[src/rtl/sd_spi_pkg.sv]
// Shared types, command constants and the CRC7 helper for the SD SPI command engine.
package sd_spi_pkg;

  typedef enum logic {
    OP_CMD   = 1'b0,
    OP_DUMMY = 1'b1
  } op_e;

  typedef enum logic [1:0] {
    RT_R1  = 2'd0,
    RT_R1B = 2'd1,
    RT_R37 = 2'd2
  } rtype_e;

  typedef enum logic [1:0] {
    ST_OK           = 2'd0,
    ST_R1_TIMEOUT   = 2'd1,
    ST_BUSY_TIMEOUT = 2'd2
  } status_e;

  typedef enum logic [3:0] {
    S_IDLE,
    S_DUMMY,
    S_PRE,
    S_CMD,
    S_WAIT_R1,
    S_R1,
    S_TAIL,
    S_BUSY,
    S_POST,
    S_DONE
  } state_e;

  localparam logic [5:0] CMD0  = 6'd0;
  localparam logic [5:0] CMD8  = 6'd8;
  localparam logic [5:0] CMD17 = 6'd17;
  localparam logic [5:0] CMD41 = 6'd41;
  localparam logic [5:0] CMD55 = 6'd55;
  localparam logic [5:0] CMD58 = 6'd58;

  localparam int FRAME_BITS = 48;
  localparam int PRE_CLKS   = 8;
  localparam int POST_CLKS  = 8;
  localparam int R1_BITS    = 8;
  localparam int TAIL_BITS  = 32;

  // CRC7 (x^7 + x^3 + 1) over the start/transmit bits, index and argument, MSB first.
  function automatic logic [6:0] crc7(input logic [39:0] bits);
    logic [6:0] crc;
    logic       fb;
    crc = '0;
    for (int i = 39; i >= 0; i--) begin
      fb  = crc[6] ^ bits[i];
      crc = {crc[5:0], 1'b0};
      if (fb) crc = crc ^ 7'h09;
    end
    return crc;
  endfunction

endpackage

[src/rtl/sd_spi_cmd_engine_sclk_gen.sv]
// SCLK divider: emits rise/fall strobes and a mode-0 SCLK that idles low while disabled.
module sd_spi_sclk_gen
  #(
    parameter int CLK_HZ       = 100000000,
    parameter int SLOW_SCLK_HZ = 400000,
    parameter int FAST_SCLK_HZ = 25000000
  )
  (
    input  logic clk,
    input  logic rst_n,
    input  logic en,
    input  logic fast,
    output logic rise,
    output logic fall,
    output logic sclk
  );

  localparam int HALF_SLOW = CLK_HZ / (2 * SLOW_SCLK_HZ);
  localparam int HALF_FAST = CLK_HZ / (2 * FAST_SCLK_HZ);
  localparam int CNT_W     = $clog2(HALF_SLOW + 1);

  logic [CNT_W-1:0] cnt_reg;
  logic [CNT_W-1:0] cnt_last;
  logic             sclk_reg;
  logic             terminal;

  assign cnt_last = fast ? CNT_W'(HALF_FAST - 1) : CNT_W'(HALF_SLOW - 1);
  assign terminal = en && (cnt_reg == cnt_last);
  assign rise     = terminal && !sclk_reg;
  assign fall     = terminal && sclk_reg;
  assign sclk     = sclk_reg;

  // Half-period counter; toggles SCLK at the terminal count, held cleared (SCLK low) when disabled.
  always_ff @(posedge clk or negedge rst_n) begin
    if (!rst_n) begin
      cnt_reg  <= '0;
      sclk_reg <= 1'b0;
    end else if (!en) begin
      cnt_reg  <= '0;
      sclk_reg <= 1'b0;
    end else if (terminal) begin
      cnt_reg  <= '0;
      sclk_reg <= ~sclk_reg;
    end else begin
      cnt_reg  <= cnt_reg + CNT_W'(1);
    end
  end

endmodule

[src/rtl/sd_spi_cmd_engine.sv]
// SD SPI-mode command engine: frames one command, collects the response and reports status.
module sd_spi_cmd_engine
  import sd_spi_pkg::*;
  #(
    parameter int CLK_HZ        = 100000000,
    parameter int SLOW_SCLK_HZ  = 400000,
    parameter int FAST_SCLK_HZ  = 25000000,
    parameter int NCR_MAX_BITS  = 64,
    parameter int BUSY_MAX_BITS = 1000000,
    parameter int DUMMY_CLKS    = 80
  )
  (
    input  logic        clk,
    input  logic        rst_n,
    input  logic        req_valid,
    output logic        req_ready,
    input  logic        req_op,
    input  logic [5:0]  req_index,
    input  logic [31:0] req_arg,
    input  logic [1:0]  req_rtype,
    input  logic        req_fast,
    output logic        rsp_valid,
    output logic [7:0]  rsp_r1,
    output logic [31:0] rsp_data,
    output logic [1:0]  rsp_status,
    output logic        sd_cclk,
    output logic        sd_cmd,
    input  logic        sd_data0,
    output logic        sd_cs
  );

  localparam int MAX_AB   = (NCR_MAX_BITS > BUSY_MAX_BITS) ? NCR_MAX_BITS : BUSY_MAX_BITS;
  localparam int WAIT_MAX = (MAX_AB > DUMMY_CLKS) ? MAX_AB : DUMMY_CLKS;
  localparam int WAIT_W   = $clog2(WAIT_MAX + 1);
  localparam int BIT_W    = 6;

  state_e              state_reg, state_next;
  logic [BIT_W-1:0]    bit_cnt_reg, bit_cnt_next, bit_cnt_inc;
  logic [WAIT_W-1:0]   wait_cnt_reg, wait_cnt_next, wait_cnt_inc;
  logic [47:0]         frame_reg, frame_next;
  rtype_e              rtype_reg, rtype_next;
  logic                fast_reg, fast_next;
  logic [7:0]          r1_reg, r1_next;
  logic [31:0]         data_reg, data_next;
  status_e             status_reg, status_next;
  logic                cmd_reg, cmd_next;
  logic                miso_meta_reg, miso_sync_reg;
  logic                sclk_en, sclk_rise, sclk_fall;

  // Saturating increments: the counters park at all-ones instead of wrapping.
  assign bit_cnt_inc  = (bit_cnt_reg == '1) ? bit_cnt_reg : bit_cnt_reg + BIT_W'(1);
  assign wait_cnt_inc = (wait_cnt_reg == '1) ? wait_cnt_reg : wait_cnt_reg + WAIT_W'(1);

  assign sclk_en    = (state_reg != S_IDLE) && (state_reg != S_DONE);
  assign req_ready  = (state_reg == S_IDLE) || (state_reg == S_DONE);
  assign rsp_valid  = (state_reg == S_DONE);
  assign sd_cs      = !((state_reg == S_PRE) || (state_reg == S_CMD) || (state_reg == S_WAIT_R1) ||
                        (state_reg == S_R1) || (state_reg == S_TAIL) || (state_reg == S_BUSY));
  assign sd_cmd     = cmd_reg;
  assign rsp_r1     = r1_reg;
  assign rsp_data   = data_reg;
  assign rsp_status = status_reg;

  sd_spi_sclk_gen #(
    .CLK_HZ       (CLK_HZ),
    .SLOW_SCLK_HZ (SLOW_SCLK_HZ),
    .FAST_SCLK_HZ (FAST_SCLK_HZ)
  ) u_sclk_gen (
    .clk   (clk),
    .rst_n (rst_n),
    .en    (sclk_en),
    .fast  (fast_reg),
    .rise  (sclk_rise),
    .fall  (sclk_fall),
    .sclk  (sd_cclk)
  );

  // Two-flop MISO synchroniser. At the fast rate it makes the sampled stream trail the card
  // by one SCLK; response detection is bit-aligned, so the stream is simply shifted, not corrupted.
  always_ff @(posedge clk or negedge rst_n) begin
    if (!rst_n) begin
      miso_meta_reg <= 1'b1;
      miso_sync_reg <= 1'b1;
    end else begin
      miso_meta_reg <= sd_data0;
      miso_sync_reg <= miso_meta_reg;
    end
  end

  // State and datapath registers.
  always_ff @(posedge clk or negedge rst_n) begin
    if (!rst_n) begin
      state_reg    <= S_IDLE;
      bit_cnt_reg  <= '0;
      wait_cnt_reg <= '0;
      frame_reg    <= '1;
      rtype_reg    <= RT_R1;
      fast_reg     <= 1'b0;
      r1_reg       <= 8'hFF;
      data_reg     <= '0;
      status_reg   <= ST_OK;
      cmd_reg      <= 1'b1;
    end else begin
      state_reg    <= state_next;
      bit_cnt_reg  <= bit_cnt_next;
      wait_cnt_reg <= wait_cnt_next;
      frame_reg    <= frame_next;
      rtype_reg    <= rtype_next;
      fast_reg     <= fast_next;
      r1_reg       <= r1_next;
      data_reg     <= data_next;
      status_reg   <= status_next;
      cmd_reg      <= cmd_next;
    end
  end

  // Next-state logic: MOSI moves and phases end on fall strobes, MISO is sampled on rise strobes.
  always_comb begin
    state_next    = state_reg;
    bit_cnt_next  = bit_cnt_reg;
    wait_cnt_next = wait_cnt_reg;
    frame_next    = frame_reg;
    rtype_next    = rtype_reg;
    fast_next     = fast_reg;
    r1_next       = r1_reg;
    data_next     = data_reg;
    status_next   = status_reg;
    cmd_next      = cmd_reg;

    case (state_reg)
      S_IDLE, S_DONE: begin
        if (req_valid) begin
          fast_next     = req_fast;
          rtype_next    = rtype_e'(req_rtype);
          frame_next    = {2'b01, req_index, req_arg, crc7({2'b01, req_index, req_arg}), 1'b1};
          r1_next       = 8'hFF;
          data_next     = '0;
          status_next   = ST_OK;
          bit_cnt_next  = '0;
          wait_cnt_next = '0;
          cmd_next      = 1'b1;
          state_next    = (op_e'(req_op) == OP_DUMMY) ? S_DUMMY : S_PRE;
        end else if (state_reg == S_DONE) begin
          state_next = S_IDLE;
        end
      end
      S_DUMMY: begin
        if (sclk_rise) wait_cnt_next = wait_cnt_inc;
        if (sclk_fall && (wait_cnt_reg == WAIT_W'(DUMMY_CLKS))) state_next = S_DONE;
      end
      S_PRE: begin
        if (sclk_rise) bit_cnt_next = bit_cnt_inc;
        if (sclk_fall && (bit_cnt_reg == BIT_W'(PRE_CLKS))) begin
          state_next   = S_CMD;
          bit_cnt_next = '0;
          cmd_next     = frame_reg[47];
          frame_next   = {frame_reg[46:0], 1'b1};
        end
      end
      S_CMD: begin
        if (sclk_rise) bit_cnt_next = bit_cnt_inc;
        if (sclk_fall) begin
          if (bit_cnt_reg == BIT_W'(FRAME_BITS)) begin
            state_next    = S_WAIT_R1;
            bit_cnt_next  = '0;
            wait_cnt_next = '0;
            cmd_next      = 1'b1;
          end else begin
            cmd_next   = frame_reg[47];
            frame_next = {frame_reg[46:0], 1'b1};
          end
        end
      end
      S_WAIT_R1: begin
        if (sclk_rise) begin
          if (!miso_sync_reg) begin
            r1_next      = {r1_reg[6:0], miso_sync_reg};
            bit_cnt_next = BIT_W'(1);
            state_next   = S_R1;
          end else if (wait_cnt_reg == WAIT_W'(NCR_MAX_BITS - 1)) begin
            status_next  = ST_R1_TIMEOUT;
            bit_cnt_next = '0;
            state_next   = S_POST;
          end else begin
            wait_cnt_next = wait_cnt_inc;
          end
        end
      end
      S_R1: begin
        if (sclk_rise) begin
          r1_next      = {r1_reg[6:0], miso_sync_reg};
          bit_cnt_next = bit_cnt_inc;
          if (bit_cnt_reg == BIT_W'(R1_BITS - 1)) begin
            bit_cnt_next  = '0;
            wait_cnt_next = '0;
            case (rtype_reg)
              RT_R37:  state_next = S_TAIL;
              RT_R1B:  state_next = S_BUSY;
              default: state_next = S_POST;
            endcase
          end
        end
      end
      S_TAIL: begin
        if (sclk_rise) begin
          data_next    = {data_reg[30:0], miso_sync_reg};
          bit_cnt_next = bit_cnt_inc;
          if (bit_cnt_reg == BIT_W'(TAIL_BITS - 1)) begin
            bit_cnt_next = '0;
            state_next   = S_POST;
          end
        end
      end
      S_BUSY: begin
        if (sclk_rise) begin
          if (miso_sync_reg) begin
            bit_cnt_next = '0;
            state_next   = S_POST;
          end else if (wait_cnt_reg == WAIT_W'(BUSY_MAX_BITS - 1)) begin
            status_next  = ST_BUSY_TIMEOUT;
            bit_cnt_next = '0;
            state_next   = S_POST;
          end else begin
            wait_cnt_next = wait_cnt_inc;
          end
        end
      end
      S_POST: begin
        if (sclk_rise) bit_cnt_next = bit_cnt_inc;
        if (sclk_fall && (bit_cnt_reg == BIT_W'(POST_CLKS))) state_next = S_DONE;
      end
      default: state_next = S_IDLE;
    endcase
  end

endmodule
[config.mk]
export PLATFORM = sky130hd
export DESIGN_NAME = sd_spi_cmd_engine
export DESIGN_NICKNAME = d
export VERILOG_FILES = /design/src/rtl/sd_spi_pkg.sv /design/src/rtl/sd_spi_cmd_engine_sclk_gen.sv /design/src/rtl/sd_spi_cmd_engine.sv
export SDC_FILE = /design/constraint.sdc
export NUM_CORES = 1
export LEC_CHECK = 0
export ABC_AREA = 1
export BUFFER_PORTS_ARGS = -buffer_cell sky130_fd_sc_hd__buf_2
export CORE_MARGIN = 2
export CORE_UTILIZATION = 53
export DETAILED_ROUTE_END_ITERATION = 8
export PLACE_DENSITY = 0.79
export SYNTH_ARGS = -nofsm -noshare
export SYNTH_HDL_FRONTEND = slang
export SYNTH_SLANG_ARGS = --single-unit
[constraint.sdc]
create_clock -name clk -period 4.3 [get_ports clk]
set_clock_uncertainty 0.1 [all_clocks]
set_input_delay 0.86 -clock clk [delete_from_list [all_inputs] [get_ports clk]]
set_output_delay 0.86 -clock clk [all_outputs]
set_load 0.1 [all_outputs]
# Yosys cells after proc, flatten, opt, wreduce, memory -nomap -nowiden
# Index checks and enable logic that the tools add are counted.
[word_totals] register_bits=134
[op_classes] eq_ne=47 reduce_logical=32 bitwise_logic=77 addsub=3 muxes=196
[ops] cell="$mux W7" n=79
[ops] cell="$mux W20" n=13
[ops] cell="$mux W4" n=55
[ops] cell="$mux W48" n=4
[ops] cell="$pmux W48 S3" n=1
[ops] cell="$pmux W20 S6" n=1
[ops] cell="$mux W6" n=16
[ops] cell="$not A2 Y2" n=38
[ops] cell="$mux W32" n=2
[ops] cell="$pmux W32 S2" n=1
[ops] cell="$pmux W6 S8" n=1
[ops] cell="$eq A20 B20 Y1 const B" n=2
[ops] cell="$xor A1 B1 Y1" n=38
[ops] cell="$pmux W4 S9" n=1
[ops] cell="$mux W8" n=4
[ops] cell="$ne A2 B2 Y1 const B" n=16
[ops] cell="$pmux W8 S3" n=1
[ops] cell="$add A20 B1 Y20 const B" n=1
[ops] cell="$eq A20 B6 Y1 const B" n=1
[ops] cell="$eq A20 B7 Y1 const B" n=1
[ops] cell="$eq A4 B3 Y1 const B" n=4
[ops] cell="$mux W2" n=8
[ops] cell="$reduce_and A8 Y1" n=2
[ops] cell="$reduce_and A14 Y1" n=1
[ops] cell="other kinds (36)" n=64

# Logic depth before layout (Yosys ltp)
[logic_depth] ltp_word=155 depth_mapped=28 depth_no_buf=27

# By module
# Synthesis repeated with hierarchy kept, for this count alone.
[hier_totals] hier_cells=1110 area_unflattened_um2=8134.1
[by_module_without_submodules] mod="sd_spi_cmd_engine" area_per_inst_um2=7701.1 seq_area_each_um2=3200.6 n_inst=1 cells_per_inst=1053
[by_module_without_submodules] mod="sd_spi_sclk_gen" area_per_inst_um2=432.9 seq_area_each_um2=200.2 n_inst=1 cells_per_inst=57

# Worst setup path before layout
# No wires, ideal clock.
[synth_timing] path_kind="register -> output" startpoint="register state_reg[1]" endpoint="output port rsp_valid" arrival_ns=2.656 stages_incl_launch_ff=4 setup_slack_ns=0.684 t_required_ns=3.340 cell_sequence="dfrtp_1 > inv_2 > nand2_1 > nor3_1"
[synth_via] elab_chain_len=1
[synth_lines] element="start, declared" line_no="sd_spi_cmd_engine.sv:37" text="state_e state_reg, state_next;"
[synth_lines] element="start signal, assigned" line_no="sd_spi_cmd_engine.sv:104" text="state_reg <= state_next;"
[synth_lines] element="$eq A4 B4 Y1" line_no="sd_spi_cmd_engine.sv:56" text="assign rsp_valid = (state_reg == S_DONE);"
[synth_lines] element="end, declared" line_no="sd_spi_cmd_engine.sv:22" text="output logic rsp_valid,"
# Every way passes these cells.

# Worst setup path after layout
[layout_timing] startpoint="register u_sclk_gen.cnt_reg[4]" endpoint="register frame_reg[43]"
[layout_via] elab_chain_len=6 word_cells_on_any_way=7 cone_classes="3 x eq/ne; 4 x reduce/logical"
[layout_lines] element="start, declared" line_no="sd_spi_cmd_engine_sclk_gen.sv:22" text="logic [CNT_W-1:0] cnt_reg;"
[layout_lines] element="start signal, assigned" line_no="sd_spi_cmd_engine_sclk_gen.sv:45" text="cnt_reg <= cnt_reg + CNT_W'(1);"
[layout_lines] element="$eq A7 B7 Y1 (*)" line_no="sd_spi_cmd_engine_sclk_gen.sv:28" text="assign terminal = en && (cnt_reg == cnt_last);"
[layout_lines] element="$logic_and A1 B1 Y1 (*)" line_no="sd_spi_cmd_engine_sclk_gen.sv:28"
[layout_lines] element="$logic_and A1 B1 Y1 (*)" line_no="sd_spi_cmd_engine_sclk_gen.sv:30" text="assign fall = terminal && sclk_reg;"
[layout_lines] element="$logic_and A1 B1 Y1" line_no="sd_spi_cmd_engine.sv:153" text="if (sclk_fall && (bit_cnt_reg == BIT_W'(PRE_CLKS))) begin"
[layout_lines] element="$ne A2 B1 Y1 (no source line)"
[layout_lines] element="$reduce_and A5 Y1 (no source line) (*)"
[layout_lines] element="end signal, assigned" line_no="sd_spi_cmd_engine.sv:107" text="frame_reg <= frame_next;"
[layout_lines] element="end, declared" line_no="sd_spi_cmd_engine.sv:40" text="logic [47:0] frame_reg, frame_next;"
# Mark *: on every way between the ends. The rest lies on a longest branch, timed or not.
# A chain may end at the register's enable or synchronous reset.

==> results.yml <==
timing:
  worst_hold_slack_ns: 0.2657
  setup_viol: 0
  min_period_ns: 3.200
  fin_crit_sh: 0.7441
  finalSetupTns_ns: 0
  relSlewSlack: 0.4711
  grt_setup_unrepaired: "no"
  hold_viol_final: 0
  max_slew.worst_pin.slew_ns: 0.7934
  slew_viol_final: 0
  max_freq_mhz: 312.5
global_route:
  grt-ovfl-total: 0
  grt_pass1_vias: 7351
  antenna_found_initial: 0
  grt_usage: 0.2510
  grt_pass1_wl_um: 33810
  grt_max_degree: 90
floorplan:
  die_x_um: 128.7
  initial_core_util: 0.5425
  core_area_mm2: 0.01520
  die_area_mm2: 0.01657
  die_h_um: 128.7
  pin_count: 93
  rows: 45
drt:
  post_drt_wl_per_cell_um: 13.73
  routed_wl_um: 19130
  ant_nets: 0
  via_count: 7546
  drtIter0Drc: 529
  firstDrtPassIters: 5
  vias_per_cell: 5.417
  drc: 0
worst_hold_path:
  min-delay-path-class: "reg2reg"
worst_setup_path:
  cpPeakStageDelay_ns: 0.64
  r2r_cells: 15
  crit_end: "frame_reg[43]$_DFFE_PN1P_"
  criticalPathCategory: "reg2reg"
  cp_common_cell: "inv_2"
  slowest_stage: "inv_2"
  crit_chain: "o22ai_1 > nand2_1 > nor2_1 > and2_1 > nand2_2 > nor2_1 > inv_2 > nand2_1 > inv_2 > a211oi_2 > o211ai_2 > inv_2 > buf_12 > o211ai_1 > o21ai_1"
  r2r_slack_ns: 1.10
  worstPathMaxFanout: 48
  reg2reg_from: "u_sclk_gen.cnt_reg[4]$_DFF_PN0_"
  crit_start: "u_sclk_gen.cnt_reg[4]$_DFF_PN0_"
  worstPathRequired_ns: 4.55
  r2r_end: "frame_reg[43]$_DFFE_PN1P_"
  cp-start-kind: "flop"
  arrival_ns: 3.45
  cp-end-kind: "flop"
synthesis:
  yosysSeqAreaShare: 0.4124
  ys_ff_latch: 133
  synth_ff_type: "dfrtp_1"
  ys_async_sr_fraction: 1.000
  syn_nets: 1160
  synth_area_per_cell_um2: 7.443
  syn_area_mm2: 0.008247
  synth_edf_count: 0
  synth_cells: 1108
  synth_cell_types: 58
  ys_warn_count: 0
pwr:
  internal_power_mw: 2.493
  swShare: 0.2847
  p_comb_frac: 0.187
  p_seq_frac: 0.364
  ir_drop_v: 0.0002972
  power_density_mw_per_mm2: 367.2
  clkPwrFrac: 0.450
  power_switching_mw: 0.9919
  p_leak_nw: 4.923
clocking:
  hold_buffers: 0
  clk_latency_ns: 0.42
  numCtsBuffers: 17
  postCtsSetupBuffers: 0
  cts_sinks: 133
  htreeDepth: 4
  cts_resized: 0
  clk_path_buf_depth: 2
  cts_root_buf: "clkbuf_16"
  tritoncts: "done"
  clkTransAtPathRegs_ns: 0.06
placed_design:
  place_inst: 1361
  port_buffers: 92
  dpl.hpwl_um: 13820
  place.gp.congestion: 0.9596
  place_area_mm2: 0.008841
status:
  status: "finished, final reports clean"
cells_and_area:
  largest_reg_flops: 47
  fillers: 1303
  final_area_mm2: 0.009490
  postLayoutCoreUtil: 0.6243
  instances_no_fill: 1393
  antenna_cells: 0
  layout.nets: 1244
  drive_above_1_share: 0.2224
  area_growth_syn_to_layout_pct: 15.08
flow_run:
  max-cap-violations: 0
==> cells by family (layout without fill, tap and decap cells) <==
logic type      after synthesis  after routing  share of synthesized area
compound gates              208            208                     0.1592
xor+xnor                     24             24                    0.02913
fa+ha+maj                     6              6                   0.009103
buf+inv                     231            328                     0.1108
flops                       133            133                     0.4124
mux                           2              2                   0.002428
simple gates                504            504                     0.2770
==> power by group through the flow <==
stage	Clock (mW)	Combinational (mW)	Sequential [mW]
3_5_place_dp	0	0.644	1.29
5_1_grt	1.64	0.748	1.27
4_1_cts	1.59	0.654	1.27
3_3_place_gp	0	0.630	1.29
6_report	1.57	0.651	1.27
2_1_floorplan	0	0.467	1.32
==> placed cells by master (no fill, tap or decap), types with 27 or more instances in the layout <==
cell and n:
nand3_1 53, nor2_1 66, o21ai_1 27, o211ai_1 38, nand2_2 29, dfrtp_1 75, inv_1 175, dfstp_2 58
nand2_1 283, o22ai_1 34, buf_2 91, o21ai_0 50
==> through the flow <==
step	power (mW)	worst slack (ns)
floorplan	1.783	0.6836
global placement	1.917	1.163
detailed placement	1.931	1.098
CTS	3.509	1.084
global route	3.659	0.7267
finish	3.485	1.100
==> metal layers <==
| layer | share of wire | routed length [µm] | global-route usage | up-vias |
|---|---|---|---|---|
| li1 | - | - | - | 3772 |
| met4 | 0.014 | 260 | 0.06650 | 0 |
| met3 | 0.043 | 822 | 0.04865 | 25 |
| met2 | 0.49 | 9409 | 0.4283 | 183 |
| met1 | 0.45 | 8634 | 0.3292 | 3566 |
| met5 | 0 | 0 | 0 | - |
==> critical path: cells and delay by family, from the launching register on <==
| family | cells | cell delay, ns |
|---|---|---|
| AO/OA/AOI/OAI | 5 | 0.93 |
| buffers and inverters | 4 | 1.01 |
| flip-flops | 1 | 0.42 |
| AND/OR/NAND/NOR | 6 | 0.64 |
==> cell type report <==
| type | count | area, µm² | area share |
|---|---|---|---|
| inverters | 199 | 748.2 | 0.07884 |
| multi-input cells | 744 | 3940 | 0.4152 |
| well taps | 188 | 235.2 | 0.02479 |
| clock inverters | 9 | 138.9 | 0.01463 |
| repair buffers | 97 | 516.7 | 0.05445 |
| clock buffers | 23 | 510.5 | 0.05379 |
| flip-flops and latches | 133 | 3401 | 0.3583 |
==> Yosys cell counts (all sizes together), types with 2 or more instances <==
cell | n | area share
nand2 | 316 | 0.16
inv | 197 | 0.090
o21ai | 78 | 0.048
dfrtp | 75 | 0.23
nor2 | 75 | 0.038
dfstp | 58 | 0.18
nand3 | 58 | 0.038
o211ai | 39 | 0.036
o22ai | 34 | 0.026
nor3 | 23 | 0.017
a21oi | 20 | 0.012
clkbuf | 18 | 0.0082
xor2 | 18 | 0.022
buf | 14 | 0.012
nand4 | 13 | 0.011
o31ai | 10 | 0.0091
nand3b | 9 | 0.0082
a31oi | 8 | 0.0061
ha | 6 | 0.0091
xnor2 | 6 | 0.0073
nor4 | 5 | 0.0046
a211oi | 3 | 0.0033
nor3b | 3 | 0.0027
a2111oi | 2 | 0.0044
a21o | 2 | 0.0018
a32oi | 2 | 0.0021
clkinv | 2 | 0.0011
mux2i | 2 | 0.0024
o21a | 2 | 0.0018
o32ai | 2 | 0.0021
==> worst min path at each step <==
stage	start	endpoint	slack (ns)	depth (start not counted)
detailed placement	miso_meta_reg$_DFF_PN1_	miso_sync_reg$_DFF_PN1_	0.25	0
global route	miso_meta_reg$_DFF_PN1_	miso_sync_reg$_DFF_PN1_	0.27	0
finish	miso_meta_reg$_DFF_PN1_	miso_sync_reg$_DFF_PN1_	0.27	0
floorplan	miso_meta_reg$_DFF_PN1_	miso_sync_reg$_DFF_PN1_	0.25	0
CTS	miso_meta_reg$_DFF_PN1_	miso_sync_reg$_DFF_PN1_	0.27	0
global placement	miso_meta_reg$_DFF_PN1_	miso_sync_reg$_DFF_PN1_	0.25	0
Note: power is estimated with default switching activity, not from simulation.
